### src/rtl/cpu_state_sequencer.sv
// Multicycle CPU state sequencer: HALT/FETCH/DECODE/EXEC1/EXEC2 with Avalon stalls,
// PC write strobe and retired count. Optional macro WAIT_TIMEOUT_EN adds a stall watchdog.
module cpu_state_sequencer #(
   parameter int CNT_W   = 32,
   parameter int TIMEOUT = 256
) (
   input  logic             clk,
   input  logic             rst_n,
   input  logic             start,
   input  logic [5:0]       opcode,
   input  logic             read_req,
   input  logic             write_req,
   input  logic             waitrequest,
   input  logic             halt_req,
   output logic [3:0]       state,
   output logic             fetch_read,
   output logic             pc_write,
   output logic             active,
   output logic [CNT_W-1:0] retired,
   output logic             illegal_state,
   output logic             timeout_err
);

   localparam logic [3:0] S_HALT   = 4'd0;
   localparam logic [3:0] S_FETCH  = 4'd1;
   localparam logic [3:0] S_DECODE = 4'd2;
   localparam logic [3:0] S_EXEC1  = 4'd3;
   localparam logic [3:0] S_EXEC2  = 4'd4;

   logic [3:0] state_nxt;
   logic       stall, short_op, retire, illegal, tmo;

   assign short_op = (opcode == 6'b000100) || (opcode == 6'b000010);

   // waitrequest only matters while the matching request is active
   always_comb begin
      stall = 1'b0;
      case (state)
         S_FETCH: stall = waitrequest;
         S_EXEC1: stall = read_req & waitrequest;
         S_EXEC2: stall = write_req & waitrequest;
         default: stall = 1'b0;
      endcase
   end

   assign retire = !stall && (((state == S_EXEC1) && short_op) || (state == S_EXEC2));

`ifdef WAIT_TIMEOUT_EN
   localparam int TW = $clog2(TIMEOUT + 1);
   logic [TW-1:0] wait_cnt;

   // wait_cnt holds prior consecutive stalls; this cycle is stall number wait_cnt+1
   assign tmo = stall && (wait_cnt == TW'(TIMEOUT - 1));

   always_ff @(posedge clk or negedge rst_n) begin
      if (!rst_n) begin
         wait_cnt    <= '0;
         timeout_err <= 1'b0;
      end else begin
         if (stall && !tmo) wait_cnt <= wait_cnt + 1'b1;
         else               wait_cnt <= '0;
         if (tmo) timeout_err <= 1'b1;
      end
   end
`else
   assign tmo         = 1'b0;
   assign timeout_err = 1'b0;
`endif

   always_comb begin
      state_nxt = state;
      illegal   = 1'b0;
      case (state)
         S_HALT:   if (start) state_nxt = S_FETCH;
         S_FETCH:  if (!stall) state_nxt = S_DECODE;
         S_DECODE: state_nxt = S_EXEC1;
         S_EXEC1:  if (!stall) state_nxt = short_op ? (halt_req ? S_HALT : S_FETCH) : S_EXEC2;
         S_EXEC2:  if (!stall) state_nxt = halt_req ? S_HALT : S_FETCH;
         default: begin
            state_nxt = S_HALT;
            illegal   = 1'b1;
         end
      endcase
      if (tmo) state_nxt = S_HALT;
   end

   always_ff @(posedge clk or negedge rst_n) begin
      if (!rst_n) begin
         state         <= S_HALT;
         retired       <= '0;
         illegal_state <= 1'b0;
      end else begin
         state <= state_nxt;
         if (retire)  retired       <= retired + 1'b1;
         if (illegal) illegal_state <= 1'b1;
      end
   end

   // a timeout only fires on a stalled cycle, which can never be a retire cycle
   assign pc_write   = retire;
   assign fetch_read = (state == S_FETCH);
   assign active     = (state != S_HALT);

endmodule
### config.mk
export PLATFORM = sky130hd
export DESIGN_NAME = cpu_state_sequencer
export DESIGN_NICKNAME = d
export VERILOG_FILES = /design/src/rtl/cpu_state_sequencer.sv
export SDC_FILE = /design/constraint.sdc
export NUM_CORES = 1
export LEC_CHECK = 0
export CAP_MARGIN = 5
export CORE_MARGIN = 2
export CORE_UTILIZATION = 50
export CTS_CLUSTER_SIZE = 14
export DETAILED_ROUTE_END_ITERATION = 10
export HOLD_SLACK_MARGIN = 0.06
export PLACE_DENSITY = 0.85
export SLEW_MARGIN = 10
export SYNTH_ARGS = -nofsm -noshare
export SYNTH_HDL_FRONTEND = slang
export SYNTH_SLANG_ARGS = --single-unit
### constraint.sdc
create_clock -name clk -period 6.7 [get_ports clk]
set_clock_uncertainty 0.2 [all_clocks]
set_input_delay 1.34 -clock clk [delete_from_list [all_inputs] [get_ports clk]]
set_output_delay 1.34 -clock clk [all_outputs]
set_load 0.1 [all_outputs]
# After elaboration in Yosys (flattened, before gate mapping)

Index checks and enable logic that the tools add are counted.

Equality and inequality tests: 10
Reduce and logical (&&, ||, !) cells: 9
Muxes and demuxes: 8
Add/sub/neg operators: 1
Bitwise operators: 2

Operator list:

| kind                    | count |
|---|---|
| $add A32 B1 Y32 const B | 1 |
| $mux W4                 | 5 |
| $pmux W4 S5             | 1 |
| $eq A4 B2 Y1 const B    | 2 |
| $ne A2 B2 Y1 const B    | 4 |
| $eq A6 B2 Y1 const B    | 1 |
| $eq A6 B3 Y1 const B    | 1 |
| $reduce_or A5 Y1        | 1 |
| $eq A4 B1 Y1 const B    | 1 |
| $eq A4 B3 Y1 const B    | 1 |
| $logic_not A4 Y1        | 1 |
| $reduce_and A4 Y1       | 1 |
| $reduce_bool A4 Y1      | 1 |
| $pmux W1 S3             | 1 |
| $and A1 B1 Y1           | 2 |
| $logic_and A1 B1 Y1     | 2 |
| $logic_or A1 B1 Y1      | 2 |
| $logic_not A1 Y1        | 1 |
| $mux W1                 | 1 |

Output and inout bits: 41
Bits of input ports: 13
Register bits: 37
Logic and storage cells: 33

# Depth between registers and ports, before layout

Word-level depth: 5
Gate-level depth with buffers: 9
Mapped depth without buffers: 6

# Worst setup path after synthesis

No wires, ideal clock.

Kind: register to output
Start point: register state[0]
End point: output fetch_read
Required time: 5.160 ns
Setup slack: 1.801 ns
Arrival: 3.359 ns
Stages on the path, launching flop included: 4
Cell sequence: dfrtp_1 > clkbuf_1 > inv_1 > nor3_1

Longest elaborated chain between the ends: 1

RTL lines:

| what                     | line | text |
|---|---|---|
| start: declaration       | 15   | `output logic [3:0] state,` |
| start signal: assignment | 93   | `state <= state_nxt;` |
| $eq A4 B1 Y1             | 101  | `assign fetch_read = (state == S_FETCH);` |
| end: declaration         | 16   | `output logic fetch_read,` |

No other way between the ends.

# Final worst setup path

Start point: input opcode[0]
End point: output pc_write

Longest elaborated chain between the ends: 5
Elaborated cells between the ends (all ways): 6
Those cells by class: eq/ne: 2; reduce/logical: 4

RTL lines:

| what                                         | line | text |
|---|---|---|
| start: declaration                           | 10   | `input logic [5:0] opcode,` |
| $eq A6 B3 Y1 or $eq A6 B2 Y1 (tied branches) | 33   | `assign short_op = (opcode == 6'b000100) \|\| (opcode == 6'b000010);` |
| $logic_or A1 B1 Y1 *                         | 33   |  |
| $logic_and A1 B1 Y1 *                        | 46   | `assign retire = !stall && (((state == S_EXEC1) && short_op) \|\| (state == S_EXEC2));` |
| $logic_or A1 B1 Y1 *                         | 46   |  |
| $logic_and A1 B1 Y1 *                        | 46   |  |
| end: declaration                             | 17   | `output logic pc_write,` |

Every way passes the cells marked *; elsewhere a longest branch is shown, timed or not.

==> flow_summary_export.csv <==
group,metric,value,unit
run_status,status,"finished clean",
power,power_frac_comb,51.0,%
drt,drt-total-wl,3710,um
cts,numCtsBuffers,5,
cts,clockBufferDepth,2,
cts,cts.sinks,36,
critical_path,r2r_slack,4050,ps
cells_and_area,area_growth,32.3,%
drt,via_per_inst,5.33,
placed_design,gp_congestion,0.828,
hold_path,holdPathEnd,"illegal_state",
sta,worst_slew_pin_slew,995,ps
cts,cts_tree,"yes",
power,pwr-share-clk,13.3,%
critical_path,criticalPathCategory,"in -> out",
die,dieArea,0.00402,mm^2
drt,antenna_left,0,
die,fp.coreArea,0.00336,mm^2
power,ir_worst_vdd,0.000302,V
power,leakage,0.000933,uW
hold_path,hp-class,"reg -> reg",
cts,insertion_delay,340,ps
sta,setup_viol,0,
yosys,synth_area,0.00176,mm^2
drt,route.vias.total,1424,
sta,hold_viol_final,0,
yosys,yosysMostFrequentCell,"dfrtp_1",
critical_path,r2r-end,"retired[28]",
flow_run,maxCapViolations,0,
sta,slew_headroom,33.5,%
cts,hold_buffers,0,
global_routing,grt_start_max_net_pins,37,
global_routing,track_usage,19.5,%
cells_and_area,n_antenna_cell,0,
sta,fin_crit_sh,75.6,%
global_routing,grt_pass1_vias,1302,
global_routing,overflow,0,
cells_and_area,layout-drive-gt1-share,6.33,%
yosys,syn_avg_cell_area,10.4,um^2
power,power_density,346,mW/mm^2
critical_path,required,5160,ps
sta,fmax,197,MHz
yosys,ys_seq_area_share,51.1,%
yosys,synth_ff_type,"dfrtp_1",
critical_path,critPathMaxFanout,11,
yosys,async_reset_ff_share,100,%
die,ioPinCount,54,
drt,dr.pass1.iters,4,
yosys,synth_edf_count,0,
sta,slew_violations,0,
cells_and_area,nets,235,
hold_path,hold_path_depth,1,
die,start_util,52.5,%
global_routing,antenna_found_initial,0,
yosys,ys_ff_latch,36,
die,die_h,63.4,um
yosys,synth_cell_type_count,36,
drt,drc,0,
power,p_switching,423,uW
cts,root_buffer,"clkbuf_4",
drt,drt_iter0_drc,121,
critical_path,cp.arrival,3520,ps
global_routing,grt_pass1_wl,6110,um
power,p_int,385,uW
placed_design,numPortBuffers,51,
yosys,yosysTopAreaCellShare,51.1,%
power,power_frac_seq,35.8,%
yosys,yosysWarnings,0,
sta,rsz0062_at_grt,"false",
yosys,syn_inst,169,
cts,ctsHtreeMaxLevel,2,
critical_path,end_kind,"output port",
yosys,yosys-top-cells-count,"dfrtp_1, xnor2_1, nand3_1",
critical_path,reg2reg_from,"state[1]",
critical_path,rr_worst_depth,5,
hold_path,hold_start,"illegal_state",
yosys,yosysTopAreaCell,"dfrtp_1",
sta,min_period,5060,ps
critical_path,worstSetupStartpointType,"input port",
drt,wl_per_cell,13.9,um
placed_design,hpwl,2680,um
cts,post_cts_buffers,0,
die,rows,21,
sta,setup-tns-final,0,ps
power,switching_share,52.4,%
cts,ctsResizeCount,0,
yosys,synth_area_leaders,"dfrtp_1, xnor2_1, nand3_1",
sta,hold-worst-slack,277,ps
die,die_x,63.4,um
cts,path_clk_slew,110,ps
## logic make-up (layout without fill, tap and decap cells)
logic type	Yosys count	count (layout)	synth area share [%]
fa+ha+maj	1	1	0.709
buf+inv	14	65	4.26
compound gates	11	11	5.11
mux	1	1	0.638
flops	36	36	51.1
other cells	1	2	0.213
simple gates	72	72	21.6
xor+xnor	33	33	16.4
## cell usage in the layout (no fill, tap or decap), types with 2 or more instances in the layout
| cell | count |
|---|---|
| buf_4 | 2 |
| clkdlybuf4s50_1 | 50 |
| a21oi_1 | 2 |
| nand4_1 | 12 |
| dfrtp_1 | 36 |
| nand2_1 | 14 |
| and2_1 | 2 |
| or3_1 | 2 |
| nor3_1 | 6 |
| xor2_1 | 5 |
| nor4_1 | 3 |
| nand3_1 | 16 |
| and3_1 | 4 |
| nor2_1 | 7 |
| inv_1 | 5 |
| clkbuf_4 | 5 |
| xnor2_1 | 28 |
| conb_1 | 2 |
## power groups by stage
stage / Combinational (uW) / Sequential (uW) / Clock (uW)
CTS: 414 / 288 / 110
global placement: 409 / 291 / 0
global route: 429 / 295 / 122
floorplan: 178 / 439 / 0
finish: 412 / 289 / 107
detailed placement: 414 / 291 / 0
## critical path: stages
cell and delay, ps:
clkdlybuf4s50_1 410, or4_4 540, o41a_1 440, a21o_1 280, inv_2 190, buf_4 320
## how the worst max path moves through the flow
stage,from,to,cells past startpoint
2_1_floorplan,state[0],fetch_read,3
3_3_place_gp,opcode[0],pc_write,6
3_5_place_dp,opcode[0],pc_write,6
4_1_cts,opcode[0],pc_write,6
5_1_grt,opcode[0],pc_write,6
6_report,opcode[0],pc_write,6
## through the flow
stage	instance area (um^2)	std cells	util, %	power, uW	setup WS, ps
2_1_floorplan	1770	170	-	617	1800
3_3_place_gp	2290	260	68.0	700	1650
3_5_place_dp	2290	260	68.0	705	1630
4_1_cts	2330	267	69.4	811	1630
5_1_grt	2330	267	69.4	846	1560
6_report	2330	267	69.4	808	1640
## per-layer routing
| layer | track usage (%) | wire length, um | up-vias |
|---|---|---|---|
| li1 | - | - | 692 |
| met1 | 24.9 | 1680 | 683 |
| met2 | 31.6 | 1780 | 44 |
| met3 | 5.18 | 192 | 5 |
| met4 | 7.88 | 59 | 0 |
| met5 | 0 | 0 | - |
## final cells by class
class / count / area (um^2)
multi-input combinational: 120 / 792
clock inverter: 1 / 5.00
tap: 46 / 57.6
sequential: 36 / 901
fill: 283 / 1030
clock buffer: 6 / 41.3
timing repair buffer: 52 / 515
inverter: 6 / 22.5
## state kept, by name (all words and copies together) (netlist names)
register       count
state              3
retired           32
illegal_state      1
No activity file was read; power rests on OpenSTA's default activity.
